File: config.mk
export PLATFORM = sky130hd
export DESIGN_NAME = ifu_fetch_ctrl_flat
export DESIGN_NICKNAME = d
export VERILOG_FILES = /design/src/rtl/ifu_fetch_ctrl_pkg.sv /design/src/rtl/ifu_fetch_ctrl_if.sv /design/src/rtl/ifu_fetch_ctrl_next_pc_sel.sv /design/src/rtl/ifu_fetch_ctrl.sv /design/src/flat_wrapper.sv
export SDC_FILE = /design/constraint.sdc
export NUM_CORES = 1
export LEC_CHECK = 0
export CORE_MARGIN = 3
export CORE_UTILIZATION = 40
export CTS_BUF_LIST = sky130_fd_sc_hd__clkbuf_8
export DETAILED_ROUTE_END_ITERATION = 8
export PLACE_DENSITY = 0.91
export SETUP_SLACK_MARGIN = 0.5
export SLEW_MARGIN = 20
export SYNTH_ARGS = -nofsm -noshare
export SYNTH_HDL_FRONTEND = slang
export SYNTH_SLANG_ARGS = --single-unit
File: constraint.sdc
create_clock -name clk -period 3.66 [get_ports clk]
set_clock_uncertainty 0.05 [all_clocks]
set_input_delay 0.732 -clock clk [delete_from_list [all_inputs] [get_ports clk]]
set_output_delay 0.732 -clock clk [all_outputs]
set_load 0.005 [all_outputs]
File: src/rtl/ifu_fetch_ctrl_pkg.sv
`default_nettype none
// ============================================================================
//  Module   : ifu_fetch_ctrl_pkg
//  Purpose  : Shared state encoding, widths and helpers for the fetch stage.
//  Revision : 1.0 - initial release
// ============================================================================
package ifu_fetch_ctrl_pkg;

    localparam int          WORD_W       = 32;
    localparam int          IMM_W        = 16;
    localparam logic [31:0] RESET_PC_DEF = 32'h0000_0000;

    typedef enum logic [1:0] {
        S_RESET = 2'd0,
        S_FETCH = 2'd1,
        S_ISSUE = 2'd2,
        S_ERR   = 2'd3
    } state_e;

    // Sign-extended branch immediate scaled to a byte offset.
    function automatic logic [WORD_W-1:0] branch_offset(input logic [IMM_W-1:0] imm);
        return {{(WORD_W-IMM_W-2){imm[IMM_W-1]}}, imm, 2'b00};
    endfunction

endpackage
`default_nettype wire

File: src/rtl/ifu_fetch_ctrl_if.sv
`default_nettype none
// ============================================================================
//  Module   : ifu_fetch_ctrl_if
//  Purpose  : Instruction-memory and decode-side signals of the fetch stage.
//  Revision : 1.0 - initial release
// ============================================================================
interface ifu_fetch_ctrl_if;
    import ifu_fetch_ctrl_pkg::*;

    logic              imem_req;
    logic [WORD_W-1:0] imem_addr;
    logic              imem_ack;
    logic [WORD_W-1:0] imem_rdata;
    logic              instr_valid;
    logic [WORD_W-1:0] instr;
    logic [WORD_W-1:0] pc;
    logic [WORD_W-1:0] pc_plus4;
    logic              stall;
    logic              branch_taken;
    logic [IMM_W-1:0]  branch_imm;
    logic              jump;
    logic [25:0]       jump_target;
    logic              jump_reg;
    logic [WORD_W-1:0] jr_target;
    logic              fetch_err;

    modport master (
        output imem_req, imem_addr, instr_valid, instr, pc, pc_plus4, fetch_err,
        input  imem_ack, imem_rdata, stall, branch_taken, branch_imm,
               jump, jump_target, jump_reg, jr_target
    );

    modport slave (
        input  imem_req, imem_addr, instr_valid, instr, pc, pc_plus4, fetch_err,
        output imem_ack, imem_rdata, stall, branch_taken, branch_imm,
               jump, jump_target, jump_reg, jr_target
    );

endinterface
`default_nettype wire

File: src/rtl/ifu_fetch_ctrl_next_pc_sel.sv
`default_nettype none
// ============================================================================
//  Module   : ifu_fetch_ctrl_next_pc_sel
//  Purpose  : Combinational next-PC priority mux (jr > j > branch > seq).
//  Revision : 1.0 - initial release
// ============================================================================
module ifu_fetch_ctrl_next_pc_sel
    import ifu_fetch_ctrl_pkg::*;
(
    input  wire logic [WORD_W-1:0] pc_plus4_i,
    input  wire logic              branch_taken_i,
    input  wire logic [IMM_W-1:0]  branch_imm_i,
    input  wire logic              jump_i,
    input  wire logic [25:0]       jump_target_i,
    input  wire logic              jump_reg_i,
    input  wire logic [WORD_W-1:0] jr_target_i,
    output logic      [WORD_W-1:0] next_pc_o
);

    always_comb begin
        next_pc_o = pc_plus4_i;
        if (jump_reg_i) begin
            next_pc_o = jr_target_i;
        end else if (jump_i) begin
            next_pc_o = {pc_plus4_i[31:28], jump_target_i, 2'b00};
        end else if (branch_taken_i) begin
            next_pc_o = pc_plus4_i + branch_offset(branch_imm_i);
        end
    end

endmodule
`default_nettype wire

File: src/rtl/ifu_fetch_ctrl.sv
`default_nettype none
// ============================================================================
//  Module   : ifu_fetch_ctrl
//  Purpose  : PC ownership, imem req/ack fetch and single-entry issue to decode.
//             Optional macro IFU_MISALIGN_CHECK_EN traps misaligned JR targets.
//  Revision : 1.0 - initial release
// ============================================================================
module ifu_fetch_ctrl
    import ifu_fetch_ctrl_pkg::*;
#(
    parameter logic [31:0] RESET_PC    = RESET_PC_DEF,
    parameter int unsigned ACK_TIMEOUT = 0
) (
    input  wire logic           clk,
    input  wire logic           reset,
    ifu_fetch_ctrl_if.master    bus
);

    state_e            state_q, state_d;
    logic [WORD_W-1:0] pc_q, pc_d;
    logic [WORD_W-1:0] instr_q, instr_d;
    logic [WORD_W-1:0] w_pc_plus4;
    logic [WORD_W-1:0] w_jr_target;
    logic [WORD_W-1:0] w_next_pc;
    logic              w_timeout;

    assign w_pc_plus4 = pc_q + 32'd4;

`ifdef IFU_MISALIGN_CHECK_EN
    assign w_jr_target = bus.jr_target;
`else
    assign w_jr_target = bus.jr_target & ~32'h0000_0003;
`endif

    ifu_fetch_ctrl_next_pc_sel u_next_pc_sel (
        .pc_plus4_i     (w_pc_plus4),
        .branch_taken_i (bus.branch_taken),
        .branch_imm_i   (bus.branch_imm),
        .jump_i         (bus.jump),
        .jump_target_i  (bus.jump_target),
        .jump_reg_i     (bus.jump_reg),
        .jr_target_i    (w_jr_target),
        .next_pc_o      (w_next_pc)
    );

    generate
        if (ACK_TIMEOUT > 0) begin : g_timeout
            localparam int CNT_W = (ACK_TIMEOUT > 1) ? $clog2(ACK_TIMEOUT) : 1;
            logic [CNT_W-1:0] cnt_q;

            // Held at zero outside S_FETCH so every fetch starts a fresh count.
            always_ff @(posedge clk) begin
                if (reset || (state_q != S_FETCH)) begin
                    cnt_q <= '0;
                end else begin
                    cnt_q <= cnt_q + 1'b1;
                end
            end

            assign w_timeout = (state_q == S_FETCH) && (cnt_q == CNT_W'(ACK_TIMEOUT - 1));
        end else begin : g_no_timeout
            assign w_timeout = 1'b0;
        end
    endgenerate

    always_ff @(posedge clk) begin
        if (reset) begin
            state_q <= S_RESET;
            pc_q    <= RESET_PC;
            instr_q <= '0;
        end else begin
            state_q <= state_d;
            pc_q    <= pc_d;
            instr_q <= instr_d;
        end
    end

    always_comb begin
        state_d = state_q;
        pc_d    = pc_q;
        instr_d = instr_q;
        case (state_q)
            S_RESET: state_d = S_FETCH;
            S_FETCH: begin
                // Ack wins over a timeout landing in the same cycle.
                if (bus.imem_ack) begin
                    instr_d = bus.imem_rdata;
                    state_d = S_ISSUE;
                end else if (w_timeout) begin
                    state_d = S_ERR;
                end
            end
            S_ISSUE: begin
                if (!bus.stall) begin
                    pc_d    = w_next_pc;
`ifdef IFU_MISALIGN_CHECK_EN
                    state_d = (w_next_pc[1:0] != 2'b00) ? S_ERR : S_FETCH;
`else
                    state_d = S_FETCH;
`endif
                end
            end
            S_ERR:   state_d = S_ERR;
            default: state_d = S_RESET;
        endcase
    end

    assign bus.imem_req    = (state_q == S_FETCH);
    assign bus.imem_addr   = pc_q;
    assign bus.instr_valid = (state_q == S_ISSUE);
    assign bus.instr       = instr_q;
    assign bus.pc          = pc_q;
    assign bus.pc_plus4    = w_pc_plus4;
    assign bus.fetch_err   = (state_q == S_ERR);

endmodule
`default_nettype wire

File: src/flat_wrapper.sv
// flat-port wrapper written by rule: the top's interface ports become plain ports
module ifu_fetch_ctrl_flat import ifu_fetch_ctrl_pkg::*;
#(
    parameter logic [31:0] RESET_PC    = RESET_PC_DEF,
    parameter int unsigned ACK_TIMEOUT = 0
)
  (clk, reset, bus_imem_req, bus_imem_addr, bus_instr_valid, bus_instr, bus_pc, bus_pc_plus4, bus_fetch_err, bus_imem_ack, bus_imem_rdata, bus_stall, bus_branch_taken, bus_branch_imm, bus_jump, bus_jump_target, bus_jump_reg, bus_jr_target);
  ifu_fetch_ctrl_if bus_i ();
  input  wire logic clk;
  input  wire logic reset;
  output wire logic [$bits(bus_i.imem_req)-1:0] bus_imem_req;
  output wire logic [$bits(bus_i.imem_addr)-1:0] bus_imem_addr;
  output wire logic [$bits(bus_i.instr_valid)-1:0] bus_instr_valid;
  output wire logic [$bits(bus_i.instr)-1:0] bus_instr;
  output wire logic [$bits(bus_i.pc)-1:0] bus_pc;
  output wire logic [$bits(bus_i.pc_plus4)-1:0] bus_pc_plus4;
  output wire logic [$bits(bus_i.fetch_err)-1:0] bus_fetch_err;
  input wire logic [$bits(bus_i.imem_ack)-1:0] bus_imem_ack;
  input wire logic [$bits(bus_i.imem_rdata)-1:0] bus_imem_rdata;
  input wire logic [$bits(bus_i.stall)-1:0] bus_stall;
  input wire logic [$bits(bus_i.branch_taken)-1:0] bus_branch_taken;
  input wire logic [$bits(bus_i.branch_imm)-1:0] bus_branch_imm;
  input wire logic [$bits(bus_i.jump)-1:0] bus_jump;
  input wire logic [$bits(bus_i.jump_target)-1:0] bus_jump_target;
  input wire logic [$bits(bus_i.jump_reg)-1:0] bus_jump_reg;
  input wire logic [$bits(bus_i.jr_target)-1:0] bus_jr_target;
  assign bus_imem_req = bus_i.imem_req;
  assign bus_imem_addr = bus_i.imem_addr;
  assign bus_instr_valid = bus_i.instr_valid;
  assign bus_instr = bus_i.instr;
  assign bus_pc = bus_i.pc;
  assign bus_pc_plus4 = bus_i.pc_plus4;
  assign bus_fetch_err = bus_i.fetch_err;
  assign bus_i.imem_ack = bus_imem_ack;
  assign bus_i.imem_rdata = bus_imem_rdata;
  assign bus_i.stall = bus_stall;
  assign bus_i.branch_taken = bus_branch_taken;
  assign bus_i.branch_imm = bus_branch_imm;
  assign bus_i.jump = bus_jump;
  assign bus_i.jump_target = bus_jump_target;
  assign bus_i.jump_reg = bus_jump_reg;
  assign bus_i.jr_target = bus_jr_target;
  ifu_fetch_ctrl #(.RESET_PC(RESET_PC), .ACK_TIMEOUT(ACK_TIMEOUT)) u_core (.clk(clk), .reset(reset), .bus(bus_i));
endmodule
==> impl_metrics.json <==
{
  "ant_nets": 0,
  "path_max_fanout": 4,
  "asyncSetResetFlopFracSynth": 0,
  "num_vias": 6944,
  "vdd_ir_drop_max_v": 0.0001699,
  "area_growth_synth_to_finish_pct": 74.07,
  "cts_made_buffers": 9,
  "rsz_0062_raised_after_global_routing": "true",
  "numPortBuffers": 235,
  "fin_nets": 1168,
  "p_leak_nw": 3.852,
  "yosys-top-cells-area": "sky130_fd_sc_hd__dfxtp_1 23%, sky130_fd_sc_hd__ha_1 8.1%, sky130_fd_sc_hd__nand2_1 7.5%",
  "drcViolationCount": 0,
  "drt-wirelength-per-cell_um": 20.25,
  "seq_area_frac_synth": 0.2313,
  "slowest_stage_delay_cp_ns": 0.50,
  "worst_margin_pin_slew_ns": 1.124,
  "clock_sink_count": 64,
  "number_of_enable_type_register_cells_in_the_synthesized_netlist": 0,
  "finalCritPeriodShare": 0.9467,
  "setup_viol": 0,
  "cts_root_buf": "sky130_fd_sc_hd__clkbuf_8",
  "postSynthRegisterBits": 64,
  "firstDrtPassIters": 6,
  "grt.overflow.total": 0,
  "initial_core_util": 0.4134,
  "crit_path_frequent_cell": "sky130_fd_sc_hd__nand4_1",
  "first_iter_violations": 615,
  "synth.avg_cell_area_um2": 7.517,
  "detail_route.vias_per_cell": 5.791,
  "hold_viol": 0,
  "timing.max_cap.violations": 0,
  "htreeDepth": 3,
  "fill_cells": 982,
  "start_kind": "flop",
  "yosysWarnings": 0,
  "synth_top_area_cell": "sky130_fd_sc_hd__dfxtp_1",
  "number_of_antenna_violations_at_the_first_check_in_global_routing": 0,
  "drt_wl_total_um": 24280,
  "clk_transition_reported_paths_ns": 0.07,
  "floorplan.io_pins": 244,
  "max_slew_margin": 0.2490,
  "die_w_um": 123.7,
  "post-synth-top-area-fraction": 0.2313,
  "cts_buffer_depth": 2,
  "grt_util_all_layers": 0.2780,
  "report.power.total_mw": 2.163,
  "critical_path.cell_chain": "and4_4, nand4_1, nor2_2, nand4_1, xnor2_4, ha_4, nand4_1, nor2_2, or4_4, xor2_2, nand2_1, a221o_1, a211oi_2",
  "postSynthCellCount": 737,
  "critPathKind": "reg -> reg",
  "grt_start_max_net_pins": 37,
  "end_kind": "flop",
  "antenna-diode-count": 0,
  "clock_insertion_delay_worst_skew_ns": 0.34,
  "tritoncts": "built",
  "worst_min_delay_path_category": "reg -> reg",
  "finalMaxSlewViolations": 0,
  "number_of_library_cell_types_mapped_by_synthesis": 72,
  "design.core.area_um2": 13400,
  "fmaxAchievable_ghz": 0.2886,
  "cp_slowest_cell": "sky130_fd_sc_hd__or4_4",
  "mappedNetlistArea_um2": 5540,
  "finalWorstSetupSlack_ns": 0.1951,
  "place_congestion": 0.9362,
  "post-route-min-period_ns": 3.465,
  "layout-drive-gt1-share": 0.2659,
  "die_y_um": 123.7,
  "die_area_um2": 15300,
  "outcome": "completed",
  "arrival_ns": 3.67,
  "detailedPlacementHpwl_um": 16820,
  "grt_pass1_wl_um": 33180,
  "dpl_worst_slack_ns": -0.2170,
  "first_global_vias": 6429,
  "floorplan.rows": 42,
  "synth_ff_type": "sky130_fd_sc_hd__dfxtp_1",
  "pwr_density_cell_nw_per_um2": 224.3,
  "worst_ep_required_time_ns": 3.87
}
==> layer usage <==
metal / share of wire / wire length, um / vias to the layer above / global-route usage
li1: - / - / 3187 / -
met1: 0.35 / 8502 / 3257 / 0.3215
met2: 0.51 / 12350 / 395 / 0.4877
met3: 0.089 / 2162 / 105 / 0.06994
met4: 0.052 / 1260 / 0 / 0.1135
met5: 0 / 0 / - / 0
==> final timing paths <==
kind	startpoint	to	slack [ns]	depth (start not counted)
min	u_core.bus.instr[2]$_SDFFE_PP0P_	u_core.bus.instr[2]$_SDFFE_PP0P_	0.40	2
min reg2reg	u_core.bus.instr[2]$_SDFFE_PP0P_	u_core.bus.instr[2]$_SDFFE_PP0P_	0.40	2
max	u_core.bus.imem_addr[10]$_SDFFE_PP0P_	u_core.bus.imem_addr[20]$_SDFFE_PP0P_	0.20	13
max reg2reg	u_core.bus.imem_addr[10]$_SDFFE_PP0P_	u_core.bus.imem_addr[20]$_SDFFE_PP0P_	0.20	13
==> flip-flops by register name (all words and copies together), names as in the netlist <==
name,count
u_core.bus.instr,32
u_core.bus.imem_addr,30
u_core.state_q,2
==> cells by family (layout without fill, tap and decap cells) <==
logic type / Yosys count / count (layout) / synth area share
flops: 64 / 64 / 0.2313
buf+inv: 87 / 368 / 0.08582
simple gates: 270 / 270 / 0.2337
compound gates: 221 / 221 / 0.2694
xor+xnor: 49 / 49 / 0.07882
fa+ha+maj: 37 / 37 / 0.08491
mux: 8 / 8 / 0.01536
other cells: 1 / 6 / 0.0006769
==> cell type report <==
class	instances	area [um2]	area share
sequential	64	1311	0.1360
clock inverter	6	76.32	0.007914
clock buffer	10	137.6	0.01427
tap	176	220.2	0.02283
inverter	10	37.54	0.003892
timing repair buffer	342	3196	0.3313
multi-input combinational	591	4666	0.4838
==> worst max-delay path: cells and delay by family (launching register included) <==
family	cells	cell delay (ns)
xor+xnor	2	0.52
fa+ha+maj	1	0.28
simple gates	8	1.70
compound gates	2	0.50
flops	1	0.35
==> synthesized netlist by cell type (9+ instances only) <==
master and number:
sky130_fd_sc_hd__nand3_1 26, sky130_fd_sc_hd__buf_4 38, sky130_fd_sc_hd__a31oi_1 11, sky130_fd_sc_hd__nor2_1 49
sky130_fd_sc_hd__clkbuf_1 28, sky130_fd_sc_hd__xnor2_1 28, sky130_fd_sc_hd__ha_1 36, sky130_fd_sc_hd__a21o_1 12
sky130_fd_sc_hd__dfxtp_1 64, sky130_fd_sc_hd__a21oi_1 75, sky130_fd_sc_hd__a211oi_1 27, sky130_fd_sc_hd__and3_1 9
sky130_fd_sc_hd__nand2_1 111, sky130_fd_sc_hd__o21ai_0 29, sky130_fd_sc_hd__nor3_1 16, sky130_fd_sc_hd__nand4_1 12
sky130_fd_sc_hd__xor2_1 20
==> power breakdown <==
| part | switching [mW] | internal [mW] |
|---|---|---|
| Combinational | 0.358 | 0.392 |
| Clock | 0.274 | 0.394 |
| Sequential | 0.0235 | 0.722 |
| Total | 0.655 | 1.51 |
==> through the flow <==
| step | utilization | TNS [ns] | hold WS (ns) | std cells | area (um2) |
|---|---|---|---|---|---|
| 2_1_floorplan | - | 0 | 0.4027 | 742 | 5703 |
| 3_3_place_gp | 0.6177 | -0.2420 | 0.3910 | 1136 | 8278 |
| 3_5_place_dp | 0.6177 | -0.4723 | 0.3953 | 1136 | 8278 |
| 4_1_cts | 0.6751 | 0 | 0.4045 | 1183 | 9046 |
| 5_1_grt | 0.7197 | 0 | 0.4225 | 1199 | 9644 |
| 6_report | 0.7197 | 0 | 0.4042 | 1199 | 9644 |
==> cells in the final DEF (no fill, tap or decap), types with 15 or more instances in the layout <==
| master | synthesis | final |
|---|---|---|
| sky130_fd_sc_hd__a211oi_1 | 27 | 23 |
| sky130_fd_sc_hd__a21oi_1 | 75 | 60 |
| sky130_fd_sc_hd__buf_4 | 38 | 93 |
| sky130_fd_sc_hd__buf_6 | 0 | 15 |
| sky130_fd_sc_hd__clkdlybuf4s50_1 | 0 | 216 |
| sky130_fd_sc_hd__dfxtp_1 | 64 | 54 |
| sky130_fd_sc_hd__ha_4 | 0 | 17 |
| sky130_fd_sc_hd__nand2_1 | 111 | 102 |
| sky130_fd_sc_hd__nand3_1 | 26 | 22 |
| sky130_fd_sc_hd__nor2_1 | 49 | 43 |
| sky130_fd_sc_hd__nor3_1 | 16 | 16 |
| sky130_fd_sc_hd__o21ai_0 | 29 | 21 |
==> repair_timing <==
item,4_1_cts,5_1_grt
resized for setup,89,92
pin swaps,67,65
buffers inserted,31,16
endpoints found under the hold margin,0,0
hold buffers,0,0
setup endpoints to repair,33,35
Note: power is estimated with default switching activity, not from simulation.
